**src/rtl/ctrl_pkg.sv**
```systemverilog
// Shared types and RV32 encoding constants for the multi-cycle controller.
package ctrl_pkg;

  typedef enum logic [2:0] {
    S_FETCH,
    S_DECODE,
    S_EXECUTE,
    S_MEMORY,
    S_WRITEBACK,
    S_TRAP
  } state_t;

  typedef enum logic [2:0] {
    K_ALU_R,
    K_ALU_I,
    K_LOAD,
    K_STORE,
    K_BRANCH,
    K_ILLEGAL
  } kind_t;

  typedef struct packed {
    kind_t      kind;
    logic [2:0] alu_ctrl;
  } dec_t;

  localparam logic [2:0] ALU_ADD = 3'b000;
  localparam logic [2:0] ALU_SUB = 3'b001;
  localparam logic [2:0] ALU_AND = 3'b010;
  localparam logic [2:0] ALU_OR  = 3'b011;
  localparam logic [2:0] ALU_XOR = 3'b100;

  localparam logic [6:0] OP_R      = 7'b0110011;
  localparam logic [6:0] OP_I      = 7'b0010011;
  localparam logic [6:0] OP_LOAD   = 7'b0000011;
  localparam logic [6:0] OP_STORE  = 7'b0100011;
  localparam logic [6:0] OP_BRANCH = 7'b1100011;

  localparam logic [2:0] F3_ADD = 3'b000;
  localparam logic [2:0] F3_XOR = 3'b100;
  localparam logic [2:0] F3_OR  = 3'b110;
  localparam logic [2:0] F3_AND = 3'b111;
  localparam logic [2:0] F3_W   = 3'b010;
  localparam logic [2:0] F3_BEQ = 3'b000;
  localparam logic [2:0] F3_BNE = 3'b001;

  localparam logic [6:0] F7_BASE = 7'b0000000;
  localparam logic [6:0] F7_SUB  = 7'b0100000;

  function automatic logic [2:0] alu_of(input logic [2:0] funct3);
    case (funct3)
      F3_XOR:  return ALU_XOR;
      F3_OR:   return ALU_OR;
      F3_AND:  return ALU_AND;
      default: return ALU_ADD;
    endcase
  endfunction

  // Anything not matched below stays K_ILLEGAL with an add encoding.
  function automatic dec_t decode(input logic [6:0] opcode, input logic [2:0] funct3,
                                  input logic [6:0] funct7);
    dec_t d;
    d.kind     = K_ILLEGAL;
    d.alu_ctrl = ALU_ADD;
    case (opcode)
      OP_R: begin
        if (funct7 == F7_SUB && funct3 == F3_ADD) begin
          d.kind     = K_ALU_R;
          d.alu_ctrl = ALU_SUB;
        end else if (funct7 == F7_BASE && funct3 inside {F3_ADD, F3_XOR, F3_OR, F3_AND}) begin
          d.kind     = K_ALU_R;
          d.alu_ctrl = alu_of(funct3);
        end
      end
      OP_I: begin
        if (funct3 inside {F3_ADD, F3_XOR, F3_OR, F3_AND}) begin
          d.kind     = K_ALU_I;
          d.alu_ctrl = alu_of(funct3);
        end
      end
      OP_LOAD:  if (funct3 == F3_W) d.kind = K_LOAD;
      OP_STORE: if (funct3 == F3_W) d.kind = K_STORE;
      OP_BRANCH: begin
        if (funct3 == F3_BEQ || funct3 == F3_BNE) begin
          d.kind     = K_BRANCH;
          d.alu_ctrl = ALU_SUB;
        end
      end
      default: ;
    endcase
    return d;
  endfunction

endpackage

```
**src/rtl/imm_gen.sv**
```systemverilog
// Immediate generator: selects the I/S/B field layout from the opcode and
// sign-extends it to DATA_WIDTH. Formats without an immediate yield zero.
module imm_gen
  import ctrl_pkg::*;
#(
  parameter int DATA_WIDTH = 32
) (
  input  logic [31:0]           ir,
  output logic [DATA_WIDTH-1:0] imm
);

  logic [12:0] raw;
  logic        unused_fields;

  assign unused_fields = ^ir[19:12];

  always_comb begin
    raw = '0;
    case (ir[6:0])
      OP_I, OP_LOAD: raw = {ir[31], ir[31:20]};
      OP_STORE:      raw = {ir[31], ir[31:25], ir[11:7]};
      OP_BRANCH:     raw = {ir[31], ir[7], ir[30:25], ir[11:8], 1'b0};
      default:       raw = '0;
    endcase
  end

  assign imm = {{(DATA_WIDTH-13){raw[12]}}, raw};

endmodule

```
**src/rtl/multicycle_ctrl.sv**
```systemverilog
// Multi-cycle RV32 subset control FSM driving ALU and datapath strobes.
// Build option: define ILLEGAL_TRAP_EN to lock up in TRAP on unsupported instructions.
module multicycle_ctrl
  import ctrl_pkg::*;
#(
  parameter int DATA_WIDTH = 32,
  parameter int ADDR_WIDTH = 5
) (
  input  logic                  clk,
  input  logic                  rst,
  output logic                  instr_req,
  input  logic                  instr_valid,
  input  logic [31:0]           instr,
  input  logic                  EQ,
  input  logic                  mem_ready,
  output logic [2:0]            ALUctrl,
  output logic                  ALUsrc,
  output logic [DATA_WIDTH-1:0] ImmOp,
  output logic [ADDR_WIDTH-1:0] rs1,
  output logic [ADDR_WIDTH-1:0] rs2,
  output logic [ADDR_WIDTH-1:0] rd,
  output logic                  RegWrite,
  output logic                  ResultSrc,
  output logic                  MemRead,
  output logic                  MemWrite,
  output logic                  PCsrc,
  output logic                  PC_en,
  output logic                  illegal
);

  state_t                state_reg;
  logic [31:0]           ir_reg;
  dec_t                  dec;
  logic [DATA_WIDTH-1:0] imm;
  logic                  rd_nonzero;

  assign dec        = decode(ir_reg[6:0], ir_reg[14:12], ir_reg[31:25]);
  assign rd_nonzero = (ir_reg[11:7] != 5'd0);

  imm_gen #(.DATA_WIDTH(DATA_WIDTH)) u_imm_gen (
    .ir  (ir_reg),
    .imm (imm)
  );

  always_ff @(posedge clk or posedge rst) begin
    if (rst) begin
      state_reg <= S_FETCH;
      ir_reg    <= '0;
    end else begin
      case (state_reg)
        S_FETCH: begin
          if (instr_valid) begin
            ir_reg    <= instr;
            state_reg <= S_DECODE;
          end
        end
`ifdef ILLEGAL_TRAP_EN
        S_DECODE: state_reg <= (dec.kind == K_ILLEGAL) ? S_TRAP : S_EXECUTE;
`else
        S_DECODE: state_reg <= S_EXECUTE;
`endif
        S_EXECUTE: begin
          case (dec.kind)
            K_LOAD, K_STORE:  state_reg <= S_MEMORY;
            K_ALU_R, K_ALU_I: state_reg <= S_WRITEBACK;
            default:          state_reg <= S_FETCH;
          endcase
        end
        S_MEMORY: begin
          if (mem_ready) state_reg <= (dec.kind == K_LOAD) ? S_WRITEBACK : S_FETCH;
        end
        S_WRITEBACK: state_reg <= S_FETCH;
        S_TRAP:      state_reg <= S_TRAP;
        default:     state_reg <= S_FETCH;
      endcase
    end
  end

  // Outputs are forced low while rst is held, even though state already reads FETCH.
  always_comb begin
    instr_req = 1'b0;
    ALUctrl   = '0;
    ALUsrc    = 1'b0;
    ImmOp     = '0;
    rs1       = '0;
    rs2       = '0;
    rd        = '0;
    RegWrite  = 1'b0;
    ResultSrc = 1'b0;
    MemRead   = 1'b0;
    MemWrite  = 1'b0;
    PCsrc     = 1'b0;
    PC_en     = 1'b0;
    illegal   = 1'b0;
    if (!rst) begin
      ALUctrl = dec.alu_ctrl;
      ALUsrc  = dec.kind inside {K_ALU_I, K_LOAD, K_STORE};
      ImmOp   = imm;
      rs1     = ADDR_WIDTH'(ir_reg[19:15]);
      rs2     = ADDR_WIDTH'(ir_reg[24:20]);
      rd      = ADDR_WIDTH'(ir_reg[11:7]);
      case (state_reg)
        S_FETCH: instr_req = 1'b1;
        S_EXECUTE: begin
          if (dec.kind == K_BRANCH) begin
            PC_en = 1'b1;
            PCsrc = (ir_reg[14:12] == F3_BNE) ? !EQ : EQ;
          end else if (dec.kind == K_ILLEGAL) begin
            PC_en = 1'b1;
          end
        end
        S_MEMORY: begin
          MemRead  = (dec.kind == K_LOAD);
          MemWrite = (dec.kind == K_STORE);
          PC_en    = (dec.kind == K_STORE) && mem_ready;
        end
        S_WRITEBACK: begin
          RegWrite  = rd_nonzero;
          ResultSrc = (dec.kind == K_LOAD);
          PC_en     = 1'b1;
        end
`ifdef ILLEGAL_TRAP_EN
        S_TRAP: illegal = 1'b1;
`endif
        default: ;
      endcase
    end
  end

endmodule

```
**config.mk**
```make
export PLATFORM = sky130hd
export DESIGN_NAME = multicycle_ctrl
export DESIGN_NICKNAME = d
export VERILOG_FILES = /design/src/rtl/ctrl_pkg.sv /design/src/rtl/imm_gen.sv /design/src/rtl/multicycle_ctrl.sv
export SDC_FILE = /design/constraint.sdc
export NUM_CORES = 1
export LEC_CHECK = 0
export CORE_MARGIN = 1
export CORE_UTILIZATION = 46
export CTS_CLUSTER_SIZE = 25
export DETAILED_ROUTE_END_ITERATION = 10
export GPL_ROUTABILITY_DRIVEN = 0
export PLACE_DENSITY_LB_ADDON = 0.25
export SYNTH_ARGS = -nofsm -noshare
export SYNTH_HDL_FRONTEND = slang
export SYNTH_SLANG_ARGS = --single-unit
```
**constraint.sdc**
```tcl
create_clock -name clk -period 6.35 [get_ports clk]
set_input_delay 0.635 -clock clk [delete_from_list [all_inputs] [get_ports clk]]
set_output_delay 0.635 -clock clk [all_outputs]
set_load 0.05 [all_outputs]
```
==> metrics.md, run 1 <==
| Metric | Value |
|---|---|
| # resized after CTS | 0 |
| Die X | 71.3 µm |
| CTS tree | built |
| Clk sinks | 35 |
| Syn Area/Cell | 10.3 µm² |
| Placed instance count | 331 |
| Mapped Cells | 214 |
| Die height | 71.3 µm |
| Port-buffer cells | 94 |
| Final antenna-violating net count | 0 |
| Crit path cell chain | clkdlybuf4s50_1, inv_1, and2_1, o211a_1, and2_1, clkdlybuf4s50_1 |
| Num ports | 96 |
| Failing checks | design-rule violations |
| Synth top area share | 39.7% |
| Yosys warns | 0 |
| Multi-input gate area | 1110 µm² |
| Drc violations | 4 |
| Post-CTS Setup Bufs | 0 |
| Reg clk slew, reported paths | 0.07 ns |
| Vias per cell | 5.21 |
| Drt first pass iters | 7 |
| Largest area contributor in the netlist | dfrtp_1 |
| Max Freq | 0.240 GHz |
| Yosys reg bits | 35 |
| Mapped cell area | 2210 µm² |
| Endpoints failing setup | 0 |
| Total track usage | 20.8% |
| Final period util | 65.6% |
| Leak Pwr | 1.21 nW |
| Slew margin rel. | 43.3% |
| Starting Density | 49.4% |
| Crit-path max FO | 21 |
| Busiest grt layer | met2 |
| Max Slew Vio Count | 0 |
| FILL cells | 372 |
| Max-cap violations | 0 |
| Clk buf depth | 2 |
| GR Layer Usage met2 | 35.7% |
| CTS Buf Count | 5 |
| Crit-path slowest cell | clkdlybuf4s50_1 |
| Layout Nets | 323 |
| Main synth FF type | dfrtp_1 |
| Rows | 24 |
| Hpwl dp | 3.69 mm |
| Worst skew pair latency | 0.29 ns |
| Worst-Margin Slew | 0.847 ns |
| CP required | 5.71 ns |
| Status | complete, but fails checks |
| Max H-tree Level | 2 |
| Hold-fix buffers at CTS | 0 |
| Non-filler instance count after layout | 339 |
| Synth-to-layout area growth | 41.2% |
| Power density over the cells | 400 nW/µm² |
| Synth unique cells | 46 |
| Min cycle time layout | 4.16 ns |
| Vias in the first global route | 1737 |
| First-pass GRT wire length | 8.20 mm |
| Hold Crit Class | reg -> reg |
| Met1 Usage GRT | 26.6% |
| DR WL/cell | 14.8 µm |
| Largest cells by area after synthesis | dfrtp_1, mux2_2, buf_4 |
| Die area | 5080 µm² |
| Sequential Area | 876 µm² |
| Register area share after synthesis | 39.7% |
| Number of flops mapped to enable cells by yosys | 0 |
| Initial antenna violation count | 0 |
| Syn nets | 251 |
| TNS Setup | 0 ns |
| WS Path Type | in -> out |
| Worst EP arrival | 3.53 ns |
| Buf/Inv on CP | 3 |
| Asr flop ratio synth | 100% |
| Clk_skew | 0.00615 ns |
| Top delay family on crit path | buffers and inverters |
| Max incr delay on CP | 0.93 ns |
| DRC violation total after the first TritonRoute iteration | 137 |
| CP Launch Type | input pin |
| Pin count of the biggest net entering global routing | 38 |
| Core Footprint | 4470 µm² |
| Fin. Hold Viols | 0 |
| Vias | 1767 |
| Share of layout cells above drive strength 1 | 13.9% |
| Peak VDD IR | 0.218 mV |
| Root buffer cell | clkbuf_8 |
| N_diodes | 0 |
| Total grt overflow | 0 |
| Worst Setup End Kind | primary output |
| Met3 GRT Util | 2.95% |
| Unrepaired setup endpoints after global routing | false |
| Total Wirelength | 5.00 mm |
| Max FFs per register | 32 |
==> per-layer routing <==
layer  up-vias  wire (µm)
met2        58       2520
li1        870          -
met1       834       2190
met4         0         63
met3         5        235
met5         -          0
==> cell type report <==
class	instances	share of cell area (%)
Clock buffer	8	3.21
Inverter	4	0.481
Multi-Input combinational cell	144	35.5
Sequential cell	35	28.1
Tap cell	52	2.09
Timing Repair Buffer	96	30.6
==> power breakdown <==
part | internal [mW] | leakage [nW] | total, mW | switching [mW]
Sequential | 0.333 | 0.414 | 0.464 | 0.131
Clock | 0.0990 | 0.0515 | 0.179 | 0.0799
Combinational | 0.272 | 0.742 | 0.605 | 0.333
Total | 0.704 | 1.21 | 1.25 | 0.544
==> metrics by stage <==
stage / area (µm²) / hold WS, ns / total power, mW / utilization, % / worst slack (ns)
2_1_floorplan: 2210 / 0.450 / 0.914 / - / 2.64
3_3_place_gp: 3020 / 0.462 / 1.06 / 67.5 / 2.28
3_5_place_dp: 3020 / 0.466 / 1.08 / 67.5 / 2.13
4_1_cts: 3120 / 0.482 / 1.26 / 69.7 / 2.13
5_1_grt: 3120 / 0.498 / 1.33 / 69.7 / 1.96
6_report: 3120 / 0.476 / 1.25 / 69.7 / 2.19
==> logic make-up (layout without fill, tap and decap cells) <==
kind of cell,after synthesis,in the layout,share of synthesized area (%)
other cells,1,1,0.170
xor+xnor,1,1,0.397
buf+inv,35,108,10.2
mux,31,31,15.8
flops,35,35,39.7
compound gates,29,29,10.1
simple gates,82,82,23.7
==> synth_stat cells (all sizes together) (2+ instances only) <==
library cell and number:
nor2 13, nand2 14, dfrtp 35, o21ai 8, buf 29, o211a 2, nor3 3, and3 3
a31oi 2, a21oi 4, nor2b 19, and2 11, nor4b 3, clkbuf 2, inv 4, nand3 4
mux2 30, a22o 4, nor4 3, nand4 2, nor3b 3
==> cell usage in the layout (no fill, tap or decap), types with 4 or more instances in the layout <==
cell type and n:
a22o_1 4, clkdlybuf4s50_1 94, mux2_2 18, mux2_1 12
nor2_1 13, and2_1 10, a21oi_1 4, o21ai_0 8
dfrtp_1 35, inv_1 4, nor2b_1 19, clkbuf_8 7
nand2_1 14
==> worst reg2reg max path: stages (launching register included) <==
cell,delay (ns)
dfrtp_1,0.51
nor4b_4,0.80
buf_4,0.43
mux2_2,0.38
==> path summary, 6_finish.rpt <==
check                                         startpoint                endpoint  slack, ns  depth (start not counted)
worst max-delay path                                 rst               ImmOp[21]       2.19                          6
worst min-delay path              ir_reg[18]$_DFFE_PP0P_  ir_reg[18]$_DFFE_PP0P_       0.48                          1
worst max register to register  state_reg[0]$_DFFE_PP0P_  ir_reg[28]$_DFFE_PP0P_       4.12                          3
worst min register to register    ir_reg[18]$_DFFE_PP0P_  ir_reg[18]$_DFFE_PP0P_       0.48                          1
max in group asynchronous                            rst   ir_reg[0]$_DFFE_PP0P_       4.67                          3
min in group asynchronous                            rst   ir_reg[6]$_DFFE_PP0P_       1.33                          3
No activity file was read; power rests on OpenSTA's default activity.
==> inputs of run 2 (changes only) <==
--- a/config.mk
+++ b/config.mk
@@ -6,7 +6,7 @@
 export NUM_CORES = 1
 export LEC_CHECK = 0
 export CORE_MARGIN = 1
-export CORE_UTILIZATION = 46
+export CORE_UTILIZATION = 38
 export CTS_CLUSTER_SIZE = 25
 export DETAILED_ROUTE_END_ITERATION = 10
 export GPL_ROUTABILITY_DRIVEN = 0
==> constraint.sdc (replaced) <==
create_clock -name clk -period 3.39 [get_ports clk]
set_input_delay 0.339 -clock clk [delete_from_list [all_inputs] [get_ports clk]]
set_output_delay 0.339 -clock clk [all_outputs]
set_load 0.05 [all_outputs]
==> metrics.md, run 2 (same netlist as run 1, synthesis figures left out) <==
| Metric | Value |
|---|---|
| Status | finished, final reports clean |
| Switching part of the total | 43.8% |
| Fin. Hold Viols | 0 |
| Total grt overflow | 0 |
| Pin count of the biggest net entering global routing | 38 |
| Final antenna-violating net count | 0 |
| Max FFs per register | 32 |
| Unrepaired setup endpoints after global routing | false |
| Sequential Area | 876 µm² |
| Leak Pwr | 1.39 nW |
| Top delay family on crit path | compound AO/OA/AOI/OAI gates |
| Total Wirelength | 5.53 mm |
| Routed wl met3 | 284 µm |
| Post-CTS Setup Bufs | 0 |
| WS Path Type | reg -> out |
| Die area | 6120 µm² |
| Root buffer cell | clkbuf_8 |
| Hold Crit Class | reg -> reg |
| Vias per cell | 4.98 |
| Total track usage | 18.8% |
| Crit path cell chain | nor4_4, o2111ai_2, a221oi_2, nor4_1, a211o_1, clkdlybuf4s50_1 |
| Drt first pass iters | 4 |
| Top sig layer | met4 |
| CTS tree | built |
| Worst skew pair latency | 0.29 ns |
| Reg clk slew, reported paths | 0.08 ns |
| Max Freq | 0.328 GHz |
| Initial antenna violation count | 0 |
| Metal-1 WL | 2.39 mm |
| Comb pwr share | 50.3% |
| FILL cells | 435 |
| Min cycle time layout | 3.05 ns |
| Hpwl dp | 4.12 mm |
| Power density over the cells | 684 nW/µm² |
| Final period util | 90.0% |
| Layout Nets | 325 |
| Int Pwr | 1.35 mW |
| CTS Buf Count | 5 |
| Slew margin rel. | 62.0% |
| Hold Worst Slack | 0.482 ns |
| Endpoints failing setup | 0 |
| Die height | 78.2 µm |
| Max Slew Vio Count | 0 |
| Vias in the first global route | 1790 |
| Met2 routed wirelength | 2.76 mm |
| Num ports | 96 |
| Starting Density | 39.9% |
| CP Launch Type | flop |
| Most common cell after layout, fill and taps aside | clkdlybuf4s50_1 |
| Clock Power Share | 13.7% |
| Fin util | 63.4% |
| Crit-path slowest cell | clkdlybuf4s50_1 |
| Worst-Margin Slew | 0.574 ns |
| Share of power burned in registers | 36.0% |
| Drc violations | 0 |
| Finished Cell Area | 3510 µm² |
| Crit-path max FO | 4 |
| Buf/Inv on CP | 1 |
| Max-cap violations | 0 |
| First-pass GRT wire length | 8.92 mm |
| Share of layout cells above drive strength 1 | 28.0% |
| Most frequent cells in the layout | clkdlybuf4s50_1, buf_12, dfrtp_1 |
| Max incr delay on CP | 0.70 ns |
| Multi-input gate area | 1110 µm² |
| TNS Setup | 0 ns |
| Vias | 1798 |
| Hold-fix buffers at CTS | 0 |
| DRC violation total after the first TritonRoute iteration | 156 |
| DR WL/cell | 15.3 µm |
| Worst Setup End Kind | primary output |
| Peak VDD IR | 0.432 mV |
| N_diodes | 0 |
| # resized after CTS | 0 |
| CP required | 3.05 ns |
| Synth-to-layout area growth | 59.1% |
| Rows | 27 |
| Core Footprint | 5540 µm² |
| DP Area | 3410 µm² |
| Clk buf depth | 2 |
| P_sw | 1.05 mW |
| Clk_skew | 0.00428 ns |
| Die X | 78.2 µm |
| Clk sinks | 35 |
| Worst EP arrival | 2.71 ns |
| Port-buffer cells | 94 |
| Max H-tree Level | 2 |
-- run 2: changes by cell type in the layout (fill, tap and decap cells not counted) --
cell,previous run,this run
clkbuf_8,7,6
clkinv_4,0,1
buf_4,2,6
buf_12,0,36
clkinvlp_4,0,1
clkbuf_1,1,0
clkdlybuf4s50_1,94,56
-- run 2: area by class of cell --
cell class,count,area share (%)
clock inverters,2,0.463
repair buffers,98,37.7
well taps,72,2.56
multi-input cells,144,31.5
flip-flops and latches,35,24.9
inverters,4,0.427
clock buffers,6,2.35
-- run 2: worst register-to-register path: cells and delay by family, from the launching register on --
kind          cells  cell delay, ns
flops             1            0.51
mux               1            0.40
buf+inv           1            0.43
simple gates      1            0.31
-- run 2: through the flow --
stage | cells | power (mW) | setup WS (ns)
2_1_floorplan | 214 | 1.71 | 0.276
3_3_place_gp | 353 | 2.06 | 0.678
3_5_place_dp | 353 | 2.09 | 0.643
4_1_cts | 361 | 2.43 | 0.317
5_1_grt | 361 | 2.56 | 0.179
6_report | 361 | 2.40 | 0.338
-- run 2: worst paths after layout --
| check | endpoint | slack (ns) | cells past startpoint | from |
|---|---|---|---|---|
| worst max register to register | ir_reg[14]$_DFFE_PP0P_ | 1.63 | 3 | state_reg[2]$_DFFE_PP0P_ |
| min in group asynchronous | ir_reg[3]$_DFFE_PP0P_ | 0.63 | 3 | rst |
| worst max-delay path | PC_en | 0.34 | 6 | ir_reg[31]$_DFFE_PP0P_ |
| worst min-delay path | ir_reg[16]$_DFFE_PP0P_ | 0.48 | 1 | ir_reg[16]$_DFFE_PP0P_ |
| worst min register to register | ir_reg[16]$_DFFE_PP0P_ | 0.48 | 1 | ir_reg[16]$_DFFE_PP0P_ |
| max in group asynchronous | state_reg[0]$_DFFE_PP0P_ | 2.44 | 3 | rst |
-- run 2: power groups by stage --
stage	clock (mW)	combinational, mW	sequential, mW
after floorplan	0	0.950	0.763
after global placement	0	1.20	0.860
after detailed placement	0	1.21	0.871
after CTS	0.339	1.22	0.865
after global routing	0.360	1.29	0.904
final	0.329	1.21	0.865
-- run 2: layer usage --
layer / global-route usage (%) / up-vias
met5: 0 / -
met4: 5.37 / 0
met3: 6.05 / 9
met2: 29.5 / 55
met1: 24.7 / 855
li1: - / 879
